**src/rtl/fu_complete_sender_pkg.sv**
```systemverilog
// Shared types and constants for the FU -> complete-stage result path.
// Bit i of every FU-indexed vector / field i of fu_state_packet_t refers to the same FU (bit 0 = alu_1).
package fu_complete_sender_pkg;

   localparam int XLEN          = 32;
   localparam int NUM_FU        = 8;
   localparam int FU_FIFO_DEPTH = 2;
   localparam int PR_W          = 5;

   // Packed LSB-first: alu_1 is bit 0 when the struct is viewed as a vector.
   typedef struct packed {
      logic store_1;
      logic load_1;
      logic branch_1;
      logic mult_2;
      logic mult_1;
      logic alu_3;
      logic alu_2;
      logic alu_1;
   } fu_state_packet_t;

   typedef struct packed {
      logic            valid;
      logic [PR_W-1:0] dest_pr;
      logic [XLEN-1:0] dest_value;
   } fu_complete_packet_t;

   function automatic fu_complete_packet_t mark_valid(input fu_complete_packet_t pkt);
      fu_complete_packet_t p;
      p       = pkt;
      p.valid = 1'b1;
      return p;
   endfunction

endpackage

```
**src/rtl/fu_complete_sender_if.sv**
```systemverilog
// Bundle of the FU result handshake and the complete-stage offer/stall signals.
interface fu_complete_sender_if
   import fu_complete_sender_pkg::*;
#(
   parameter int DEPTH = FU_FIFO_DEPTH
);

   localparam int CNT_W = $clog2(DEPTH + 1);

   // Handshakes: an FU push happens on a rising edge where fu_out_valid[i] && fu_out_ready[i];
   // a head retires on a rising edge where fu_finish[i] && !fu_c_stall[i]. Ready, finish and
   // c_in come from registered state only, so neither consumer sees a combinational loop.
   logic                [NUM_FU-1:0]            fu_out_valid;
   fu_complete_packet_t [NUM_FU-1:0]            fu_out_pkt;
   logic                [NUM_FU-1:0]            fu_out_ready;
   fu_state_packet_t                            fu_c_stall;
   fu_state_packet_t                            fu_finish;
   fu_complete_packet_t [NUM_FU-1:0]            fu_c_in;
   logic                [NUM_FU-1:0][CNT_W-1:0] occupancy;

   modport sender (
      input  fu_out_valid,
      input  fu_out_pkt,
      input  fu_c_stall,
      output fu_out_ready,
      output fu_finish,
      output fu_c_in,
      output occupancy
   );

   modport receiver (
      output fu_out_valid,
      output fu_out_pkt,
      output fu_c_stall,
      input  fu_out_ready,
      input  fu_finish,
      input  fu_c_in,
      input  occupancy
   );

endinterface

```
**src/rtl/fu_result_fifo.sv**
```systemverilog
// Single-FU result FIFO: DEPTH entries, registered head/ready, synchronous squash on flush.
module fu_result_fifo
   import fu_complete_sender_pkg::*;
#(
   parameter int DEPTH = FU_FIFO_DEPTH
) (
   input  logic                            clock,
   input  logic                            reset,
   input  logic                            flush,
   input  logic                            push_i,
   input  fu_complete_packet_t             push_pkt_i,
   input  logic                            pop_i,
   output logic                            ready_o,
   output logic                            nonempty_o,
   output fu_complete_packet_t             head_o,
   output logic [$clog2(DEPTH+1)-1:0]      count_o
);

   localparam int PTR_W = $clog2(DEPTH);
   localparam int CNT_W = $clog2(DEPTH + 1);

   fu_complete_packet_t        mem_q [DEPTH];
   logic [PTR_W-1:0]           head_q, head_d;
   logic [PTR_W-1:0]           tail_q, tail_d;
   logic [CNT_W-1:0]           count_q, count_d;
   logic                       do_push;
   logic                       do_pop;

   assign ready_o    = (count_q < CNT_W'(DEPTH));
   assign nonempty_o = (count_q != '0);
   assign head_o     = mem_q[head_q];
   assign count_o    = count_q;

   assign do_push = push_i && ready_o;
   assign do_pop  = pop_i && nonempty_o;

   // DEPTH is a power of two, so the pointer increment wraps on its own.
   always_comb begin
      head_d  = head_q;
      tail_d  = tail_q;
      count_d = count_q;
      if (flush) begin
         head_d  = '0;
         tail_d  = '0;
         count_d = '0;
      end else begin
         if (do_push) tail_d = tail_q + PTR_W'(1);
         if (do_pop)  head_d = head_q + PTR_W'(1);
         case ({do_push, do_pop})
            2'b10:   count_d = count_q + CNT_W'(1);
            2'b01:   count_d = count_q - CNT_W'(1);
            default: count_d = count_q;
         endcase
      end
   end

   always_ff @(posedge clock or negedge reset) begin
      if (!reset) begin
         head_q  <= '0;
         tail_q  <= '0;
         count_q <= '0;
      end else begin
         head_q  <= head_d;
         tail_q  <= tail_d;
         count_q <= count_d;
      end
   end

   // Storage needs no reset: an empty FIFO's head is gated to zero by the top level.
   always_ff @(posedge clock) begin
      if (do_push && !flush) mem_q[tail_q] <= mark_valid(push_pkt_i);
   end

endmodule

```
**src/rtl/fu_complete_sender.sv**
```systemverilog
// Transmit side of the FU -> complete-stage interface: one result FIFO per FU, offered head-first.
module fu_complete_sender
   import fu_complete_sender_pkg::*;
#(
   parameter int DEPTH = FU_FIFO_DEPTH
) (
   input  logic                  clock,
   input  logic                  reset,
   input  logic                  flush,
   fu_complete_sender_if.sender  bus
);

   localparam int CNT_W = $clog2(DEPTH + 1);

   logic                [NUM_FU-1:0]            stall_vec;
   logic                [NUM_FU-1:0]            ready_vec;
   logic                [NUM_FU-1:0]            nonempty_vec;
   fu_complete_packet_t [NUM_FU-1:0]            head_vec;
   logic                [NUM_FU-1:0][CNT_W-1:0] count_vec;
   fu_complete_packet_t [NUM_FU-1:0]            c_in_vec;

   assign stall_vec = bus.fu_c_stall;

   for (genvar i = 0; i < NUM_FU; i++) begin : g_fu
      fu_result_fifo #(
         .DEPTH (DEPTH)
      ) u_fifo (
         .clock      (clock),
         .reset      (reset),
         .flush      (flush),
         .push_i     (bus.fu_out_valid[i]),
         .push_pkt_i (bus.fu_out_pkt[i]),
         .pop_i      (!stall_vec[i]),
         .ready_o    (ready_vec[i]),
         .nonempty_o (nonempty_vec[i]),
         .head_o     (head_vec[i]),
         .count_o    (count_vec[i])
      );
   end

   // Stale storage must never leak onto the bus, so empty FIFOs present all-zero packets.
   always_comb begin
      c_in_vec = '0;
      for (int i = 0; i < NUM_FU; i++) begin
         if (nonempty_vec[i]) c_in_vec[i] = head_vec[i];
      end
   end

   assign bus.fu_out_ready = ready_vec;
   assign bus.fu_finish    = fu_state_packet_t'(nonempty_vec);
   assign bus.fu_c_in      = c_in_vec;
   assign bus.occupancy    = count_vec;

endmodule

```
**src/flat_wrapper.sv**
```systemverilog
// flat-port wrapper written by rule: the top's interface ports become plain ports
module fu_complete_sender_flat import fu_complete_sender_pkg::*;
#(
   parameter int DEPTH = FU_FIFO_DEPTH
)
  (clock, reset, flush, bus_fu_out_valid, bus_fu_out_pkt, bus_fu_c_stall, bus_fu_out_ready, bus_fu_finish, bus_fu_c_in, bus_occupancy);
  fu_complete_sender_if #(.DEPTH(DEPTH)) bus_i ();
  input  logic clock;
  input  logic reset;
  input  logic flush;
  input wire logic [$bits(bus_i.fu_out_valid)-1:0] bus_fu_out_valid;
  input wire logic [$bits(bus_i.fu_out_pkt)-1:0] bus_fu_out_pkt;
  input wire logic [$bits(bus_i.fu_c_stall)-1:0] bus_fu_c_stall;
  output wire logic [$bits(bus_i.fu_out_ready)-1:0] bus_fu_out_ready;
  output wire logic [$bits(bus_i.fu_finish)-1:0] bus_fu_finish;
  output wire logic [$bits(bus_i.fu_c_in)-1:0] bus_fu_c_in;
  output wire logic [$bits(bus_i.occupancy)-1:0] bus_occupancy;
  assign bus_i.fu_out_valid = bus_fu_out_valid;
  assign bus_i.fu_out_pkt = bus_fu_out_pkt;
  assign bus_i.fu_c_stall = bus_fu_c_stall;
  assign bus_fu_out_ready = bus_i.fu_out_ready;
  assign bus_fu_finish = bus_i.fu_finish;
  assign bus_fu_c_in = bus_i.fu_c_in;
  assign bus_occupancy = bus_i.occupancy;
  fu_complete_sender #(.DEPTH(DEPTH)) u_core (.clock(clock), .reset(reset), .flush(flush), .bus(bus_i));
endmodule
```
**config.mk**
```make
export PLATFORM = sky130hd
export DESIGN_NAME = fu_complete_sender_flat
export DESIGN_NICKNAME = d
export VERILOG_FILES = /design/src/rtl/fu_complete_sender_pkg.sv /design/src/rtl/fu_complete_sender_if.sv /design/src/rtl/fu_result_fifo.sv /design/src/rtl/fu_complete_sender.sv /design/src/flat_wrapper.sv
export SDC_FILE = /design/constraint.sdc
export NUM_CORES = 1
export LEC_CHECK = 0
export ABC_CLOCK_PERIOD_IN_PS = 10760
export CORE_AREA = 3 3 258 260
export CTS_BUF_LIST = sky130_fd_sc_hd__clkbuf_4
export DETAILED_ROUTE_END_ITERATION = 6
export DIE_AREA = 0 0 261 263
export GPL_TIMING_DRIVEN = 1
export PLACE_DENSITY = 0.73
export SYNTH_ARGS = -nofsm -noshare
export SYNTH_HDL_FRONTEND = slang
export SYNTH_SLANG_ARGS = --single-unit
export TNS_END_PERCENT = 20
```
**constraint.sdc**
```tcl
create_clock -name clock -period 10.76 [get_ports clock]
set_input_delay 1.614 -clock clock [delete_from_list [all_inputs] [get_ports clock]]
set_output_delay 1.614 -clock clock [all_outputs]
set_load 0.02 [all_outputs]
```
==> results of run 1 <==
Yosys cell counts:
cell type	instances
inv_1	13
buf_6	16
clkbuf_1	6
buf_2	26
mux2_4	5
nor3_1	8
or3_1	11
nor3b_1	8
inv_2	3
a22oi_1	8
o21ai_1	8
xnor2_1	3
buf_4	41
mux2i_1	296
a21o_1	13
nor2_2	3
buf_1	4
nor2_1	317
dfrtp_1	32
xor2_1	8
nand2_1	8
nand2b_1	8
edfxtp_1	592
a21oi_1	11
nand2b_4	5
a21oi_2	5
where the power goes:
group	internal (mW)	total, mW	leakage (nW)	switching, mW
sequential	2.78	2.83	5.84	0.0555
combinational	0.386	0.810	4.31	0.425
clock	1.08	2.01	1.24	0.929
total	4.24	5.65	11.4	1.41
per-layer routing:
layer / routed length (µm) / global-route usage / vias up
met4: 2090 / 0.0823 / 16
li1: - / - / 6974
met1: 21500 / 0.178 / 7231
met2: 32000 / 0.308 / 576
met5: 119 / 0 / -
met3: 6410 / 0.0865 / 142
cell families after synthesis:
logic type	Yosys count	share of synthesized area
muxes	301	0.125
xor gates and xnor gates	11	0.00397
AOI/OAI and AO/OA	45	0.0122
DFF	624	0.766
buffers and inverters	109	0.0295
and+or+nand+nor	368	0.0629
cell type report:
| cell class | instances | area (µm²) |
|---|---|---|
| clock buffers | 244 | 1830 |
| well taps | 855 | 1070 |
| diodes | 9 | 22.5 |
| multi-input cells | 725 | 5050 |
| flip-flops and latches | 624 | 18600 |
| fillers | 5223 | 30800 |
| clock inverters | 39 | 233 |
| repair buffers | 680 | 6720 |
| inverters | 16 | 60.1 |
flip-flops by register name, summed over array words and instances (netlist names):
name and flops:
u_core.g_fu.u_fifo.count_o 16, u_core.g_fu.u_fifo.head_q 8, u_core.g_fu.u_fifo.mem_q 592, u_core.g_fu.u_fifo.tail_q 8
final timing paths:
path	startpoint	to	slack, ps	depth (start not counted)
min in group asynchronous	reset	u_core.g_fu[1].u_fifo.count_o[1]	870	1
setup reg to reg	u_core.g_fu[0].u_fifo.count_o[1]	u_core.g_fu[0].u_fifo.mem_q[1][14]	8620	3
hold reg to reg	u_core.g_fu[3].u_fifo.tail_q	u_core.g_fu[3].u_fifo.tail_q	580	2
setup / recovery	u_core.g_fu[0].u_fifo.count_o[1]	bus_fu_c_in[35]	6050	4
hold / removal	u_core.g_fu[3].u_fifo.tail_q	u_core.g_fu[3].u_fifo.tail_q	580	2
max in group asynchronous	reset	u_core.g_fu[6].u_fifo.head_q	9140	1
critical path, stage by stage (launching register included):
cell and delay [ps]:
dfrtp_1 470, nor2_2 620, buf_4 390, nor2_1 110, clkdlybuf4s50_1 600
through the flow:
stage	instance area [µm²]	hold WS, ps	total power [mW]	setup WS [ps]
2_1_floorplan	24300	519	3.28	5700
3_3_place_gp	31500	552	3.68	6920
3_5_place_dp	31500	568	3.70	6930
4_1_cts	33600	585	5.75	5820
5_1_grt	33600	616	5.93	5720
6_report	33600	582	5.65	6050
==> results.txt, run 1 <==
Register area share after synthesis -> 0.766
Initial Util -> 0.377
Vias after detailed routing -> 14.9k
Crit Path Class -> flip-flop to output port
Largest cells by area after synthesis -> edfxtp_1 73%, mux2i_1 12%, nor2_1 4.9%
Max Fclk -> 212 MHz
Post-CTS Setup Bufs -> 0
#FFs+latches synth -> 624
CTS buffer count -> 160
Max Cap Viol -> 0
DR pass1 iterations -> 5
Slew headroom -> 0.232
CTS root buf -> clkbuf_4
IO Pins -> 659
Layout Nets -> 2,530
Most common cell after layout, fill and taps aside -> clkdlybuf4s50_1
Initial antenna violation count -> 17
Synth warn -> 0
Max Root-Sink Buffers -> 3
Post-route antenna net violation count -> 0
Post-DP HPWL -> 42,800 µm
Synth top area share -> 0.733
Unrepaired setup endpoints after global routing -> no
Post-Syn Nets -> 1,781
Die area -> 68,600 µm²
Clock Skew -> 61.0 ps
VDD IR max -> 108 µV
Total global-route track usage -> 0.177
Core Area -> 64,300 µm²
Final Hold Vio Count -> 0
Fin util -> 0.522
Worst EP arrival -> 3100 ps
Detailed Route WL -> 62,000 µm
Share of cells above drive strength 1 -> 0.147
CTS sink cnt -> 624
Die H -> 263 µm
Setup-failing EPs final -> 0
Mapped Area -> 24,300 µm²
Overflow after GRT -> 0
Cts repair resizes -> 0
Clock period minus worst slack -> 4710 ps
Commonest non-fill, non-tap cells in the layout -> 648 x clkdlybuf4s50_1, 592 x edfxtp_1, 312 x nor2_1
CP Max Fanout -> 22
Startpoint types -> flip-flop
Slew @ Worst Pin -> 1150 ps
# DRC -> 0
Synth area leader -> edfxtp_1
Row count -> 93
CTS HTree Levels -> 4
Status -> finished, final reports clean
Count of cell types in the netlist -> 26
Vias per cell -> 4.68
Final worst-path cycle share -> 0.438
Setup Total Neg Slack -> 0 ps
Clk slew on worst S/H paths -> 60 ps
Post-synthesis area per instance -> 16.6 µm²
P per Cell Area -> 168 nW/µm²
Clock insertion delay at the later pin of the skew report -> 920 ps
GP Congestion -> 0.839
First-pass GRT wire length -> 92,300 µm
IO Port Bufs -> 650
Hold_buf cts -> 0
Vias in the first global route -> 16.0k
Post-Synthesis Cells -> 1,458
P_leak -> 11.4 nW
Pins Over Slew Limit -> 0
Placed cells -> 2,900
Drt initial violations -> 818
CTS tree -> done
Final cell count without fillers -> 3,192
Die W -> 261 µm
WP data required -> 9150 ps
Crit. End Element -> output port
Worst Hold Class -> flip-flop to flip-flop
P&R area growth vs syn -> 38.5%
Per-cell routed wire length -> 19.4 µm
Largest net degree at the start of global routing -> 41
Power figures use the tool's default switching activity.
==> run 2, diff against run 1 <==
ABC_CLOCK_PERIOD_IN_PS = 3880   (was 10760)
PLACE_DENSITY = 0.75   (was 0.73)
clock period = 3.88 ns   (was 10.76 ns; I/O delays follow)
==> results.txt, run 2 (synthesis gave the netlist of run 1 again) <==
P per Cell Area -> 466 nW/µm²
Row count -> 93
Startpoint types -> flip-flop
Final worst-path cycle share -> 0.940
Overflow after GRT -> 0
Crit. End Element -> output port
Worst Hold Class -> input pin to flip-flop
Max Root-Sink Buffers -> 3
Setup-failing EPs final -> 0
Final cell count without fillers -> 3,192
Worst stage delay on the critical path -> 660 ps
Largest net degree at the start of global routing -> 41
CTS sink cnt -> 624
CP Max Fanout -> 26
CTS buffer count -> 160
DR pass1 iterations -> 5
Post-CTS Setup Bufs -> 0
Status -> finished, final reports clean
Flop2flop setup slack -> 1810 ps
Delay-heaviest family, CP -> buffers and inverters
CTS root buf -> clkbuf_4
FF+latch area -> 18,600 µm²
Clock period minus worst slack -> 3650 ps
GP Congestion -> 0.808
Max Fclk -> 274 MHz
P&R area growth vs syn -> 38.7%
Pins Over Slew Limit -> 0
Crit Path Class -> flip-flop to output port
WP buf/inv -> 2
Per-cell routed wire length -> 19.1 µm
Clock insertion delay at the later pin of the skew report -> 930 ps
Dpl ws -> 1030 ps
VDD IR max -> 299 µV
Post-route antenna net violation count -> 0
Hold WS -> 227 ps
Fillers -> 5,207
Layout Nets -> 2,537
# DRC -> 0
Vias in the first global route -> 16.1k
Die W -> 261 µm
Slew headroom -> 0.230
Final Hold Vio Count -> 0
Area of the multi-input gates -> 5060 µm²
Post-DP HPWL -> 42,500 µm
Initial antenna violation count -> 9
Core Area -> 64,300 µm²
Vias per cell -> 4.68
Die area -> 68,600 µm²
Fin util -> 0.523
CTS HTree Levels -> 4
WP data required -> 3300 ps
Final worst setup slack -> 234 ps
IO Pins -> 659
Die H -> 263 µm
Design Power -> 15.7 mW
Most common cell after layout, fill and taps aside -> clkdlybuf4s50_1
Share of cells above drive strength 1 -> 0.145
P_leak -> 11.4 nW
Drt initial violations -> 785
Commonest non-fill, non-tap cells in the layout -> 648 x clkdlybuf4s50_1, 592 x edfxtp_1, 312 x nor2_1
Worst-path cell with the longest stage delay -> nor2_4
Placed cells -> 2,905
CTS tree -> done
Largest Register -> u_core.g_fu.u_fifo.mem_q
Detailed Route WL -> 61,000 µm
CP cell instances -> nor2_4 -> buf_4 -> nor2_1 -> clkdlybuf4s50_1
First-pass GRT wire length -> 91,200 µm
Max reg flops -> 592
Worst EP arrival -> 3060 ps
Setup Total Neg Slack -> 0 ps
Vias after detailed routing -> 15.0k
Slew @ Worst Pin -> 1150 ps
Clock Skew -> 57.4 ps
Post-route cell area -> 33,600 µm²
Placed cell areas -> 31,500 µm²
Clk slew on worst S/H paths -> 70 ps
Max Cap Viol -> 0
IO Port Bufs -> 650
Initial Util -> 0.377
Total global-route track usage -> 0.174
[run 2: routing by layer]
layer / up-vias / wire (µm) / GRT usage
met1: 7293 / 22100 / 0.186
li1: 6984 / - / -
met3: 99 / 5590 / 0.0670
met4: 2 / 1290 / 0.0706
met5: - / 13 / 0
met2: 576 / 32000 / 0.308
[run 2: final cells by class]
type                       count  area share
clock buffer                 230      0.0513
sequential                   624       0.553
multi-input combinational    725       0.150
inverter                      16     0.00178
timing repair buffer         687       0.202
antenna                        8    0.000595
clock inverter                47     0.00948
tap                          855      0.0318
[run 2: path summary, 6_finish.rpt]
kind | to | from | depth (start not counted)
max in group asynchronous | u_core.g_fu[2].u_fifo.head_q | reset | 2
min | u_core.g_fu[1].u_fifo.mem_q[0][28] | bus_fu_out_pkt[66] | 1
max | bus_fu_c_in[10] | u_core.g_fu[0].u_fifo.count_o[1] | 4
min reg2reg | u_core.g_fu[5].u_fifo.tail_q | u_core.g_fu[5].u_fifo.tail_q | 2
min in group asynchronous | u_core.g_fu[6].u_fifo.tail_q | reset | 2
max reg2reg | u_core.g_fu[2].u_fifo.mem_q[1][19] | u_core.g_fu[2].u_fifo.count_o[1] | 3
[run 2: where the power goes]
group	internal, mW	leakage [nW]	switching (mW)	total (mW)
combinational	1.07	4.35	1.15	2.23
clock	2.99	1.21	2.57	5.56
sequential	7.70	5.84	0.177	7.88
[run 2: repair_timing]
action / in CTS / in global routing
hold buffers: 2 / 0
endpoints found under the setup margin: 9 / 5
resized for setup: 4 / 1
endpoints found under the hold margin: 34 / 0
==> run 3, diff against run 2 <==
ABC_CLOCK_PERIOD_IN_PS = 3300   (was 3880)
clock period = 3.3 ns   (was 3.88 ns; I/O delays follow)
==> results.txt, run 3 (synthesis gave the netlist of run 1 again) <==
Post-route cell area -> 35,900 µm²
WP buf/inv -> 3
First-pass GRT wire length -> 101,000 µm
Layout Nets -> 2,729
Final worst-path cycle share -> 0.948
Clk network pwr share -> 0.366
Switching power -> 4.90 mW
Status -> finished, final reports clean
Max Cap Viol -> 0
Worst stage delay on the critical path -> 630 ps
FF+latch area -> 18,600 µm²
Clk slew on worst S/H paths -> 70 ps
CTS buffer count -> 162
Row count -> 93
Logic pwr share -> 0.155
Total global-route track usage -> 0.193
DR pass1 iterations -> 5
Final worst setup slack -> 171 ps
Startpoint types -> flip-flop
P_leak -> 12.9 nW
Max Root-Sink Buffers -> 3
Dpl ws -> 701 ps
Drt initial violations -> 845
Largest net degree at the start of global routing -> 41
Worst EP arrival -> 2630 ps
Delay-heaviest family, CP -> buffers and inverters
Register share of total power -> 0.479
Commonest non-fill, non-tap cells in the layout -> 597 x clkdlybuf4s50_1, 592 x edfxtp_1, 312 x nor2_1
P&R area growth vs syn -> 48.2%
Placed cell areas -> 31,700 µm²
Startpoint of the worst hold path -> bus_fu_out_pkt[41]
Overflow after GRT -> 0
Unrepaired setup endpoints after global routing -> yes
Max Fclk -> 320 MHz
Share of cells above drive strength 1 -> 0.149
Clock Skew -> 84.6 ps
Power Internal -> 14.3 mW
Reg-to-reg startpoint -> u_core.g_fu[2].u_fifo.count_o[1]
Initial antenna violation count -> 13
Net Sw Frac -> 0.255
CP startpoint -> u_core.g_fu[0].u_fifo.count_o[1]
Clock period minus worst slack -> 3130 ps
Die W -> 261 µm
CP Max Fanout -> 15
IO Pins -> 659
Setup-failing EPs final -> 0
Most common cell after layout, fill and taps aside -> clkdlybuf4s50_1
CTS HTree Levels -> 4
Crit Path Class -> flip-flop to output port
M1 WL -> 24,000 µm
Vias in the first global route -> 17.6k
CTS sink cnt -> 624
Vias per cell -> 4.72
CTS root buf -> clkbuf_4
VDD IR max -> 387 µV
Met3 wire len -> 6500 µm
WP data required -> 2800 ps
DR WL met2 -> 34,800 µm
Pins Over Slew Limit -> 0
Fillers -> 4,903
Crit. End Element -> output port
Worst Hold Class -> input pin to flip-flop
Per-cell routed wire length -> 20.0 µm
P per Cell Area -> 535 nW/µm²
Design Power -> 19.2 mW
Worst-path cell with the longest stage delay -> clkdlybuf4s50_1
Clock insertion delay at the later pin of the skew report -> 970 ps
Initial Util -> 0.377
Slew headroom -> 0.336
Core Area -> 64,300 µm²
GP Congestion -> 0.820
CP cell instances -> nor2_4 -> buf_12 -> buf_4 -> nor2_1 -> clkdlybuf4s50_1
CTS tree -> done
Vias after detailed routing -> 16.0k
Max reg flops -> 592
Slew @ Worst Pin -> 996 ps
Post-route antenna net violation count -> 0
IO Port Bufs -> 650
Final Hold Vio Count -> 0
Post-DP HPWL -> 42,500 µm
# DRC -> 0
Largest Register -> u_core.g_fu.u_fifo.mem_q
Die area -> 68,600 µm²
Detailed Route WL -> 67,700 µm
Die H -> 263 µm
Uppermost layer routed -> met5
Area of the multi-input gates -> 5110 µm²
-- run 3: power by group through the flow --
stage / clock network (mW) / logic, mW / registers [mW]
2_1_floorplan: 0 / 1.36 / 9.34
3_3_place_gp: 0 / 2.67 / 9.36
3_5_place_dp: 0 / 2.71 / 9.38
4_1_cts: 7.20 / 2.97 / 9.21
5_1_grt: 7.71 / 3.15 / 9.24
6_report: 7.03 / 2.97 / 9.21
-- run 3: area by class of cell --
| cell class | instances | area share |
|---|---|---|
| clock inverters | 55 | 0.0122 |
| multi-input cells | 727 | 0.142 |
| inverters | 16 | 0.00167 |
| clock buffers | 233 | 0.0487 |
| well taps | 855 | 0.0298 |
| diodes | 9 | 0.000627 |
| flip-flops and latches | 624 | 0.518 |
| repair buffers | 875 | 0.247 |
-- run 3: timing repair --
action / CTS / global route
hold buffers: 164 / 0
endpoints found under the hold margin: 345 / 0
pin swaps: 2 / 0
cloned: 3 / 0
endpoints found under the setup margin: 260 / 51
resized for setup: 47 / 32
buffers inserted: 16 / 1
-- run 3: final timing paths --
check / endpoint / slack (ps) / cells past startpoint
worst min-delay path: u_core.g_fu[1].u_fifo.mem_q[1][3] / 150 / 1
max in group asynchronous: u_core.g_fu[5].u_fifo.head_q / 2230 / 2
min in group asynchronous: u_core.g_fu[4].u_fifo.tail_q / 290 / 2
worst min register to register: u_core.g_fu[4].u_fifo.tail_q / 580 / 2
worst max-delay path: bus_fu_c_in[2] / 170 / 5
worst max register to register: u_core.g_fu[2].u_fifo.mem_q[1][29] / 1330 / 3
-- run 3: layer usage --
metal  GRT usage  up-vias
li1            -     7376
met1       0.201     7779
met2       0.338      666
met3      0.0819      172
met4      0.0853       10
met5           0        -
-- run 3: per-stage QoR --
step / hold WS [ps] / util / TNS, ps / instances
finish: 148 / 0.558 / 0 / 3394
detailed placement: 566 / 0.493 / 0 / 2913
global placement: 552 / 0.493 / 0 / 2913
floorplan: 199 / - / -327880 / 1458
global route: 19.7 / 0.558 / -35.2 / 3390
CTS: 0.226 / 0.556 / -816 / 3384
-- run 3: worst reg2reg max path, stage by stage (launching register included) --
cell,delay [ps]
dfrtp_2,500
nand2b_4,210
nor3b_2,610
buf_12,320
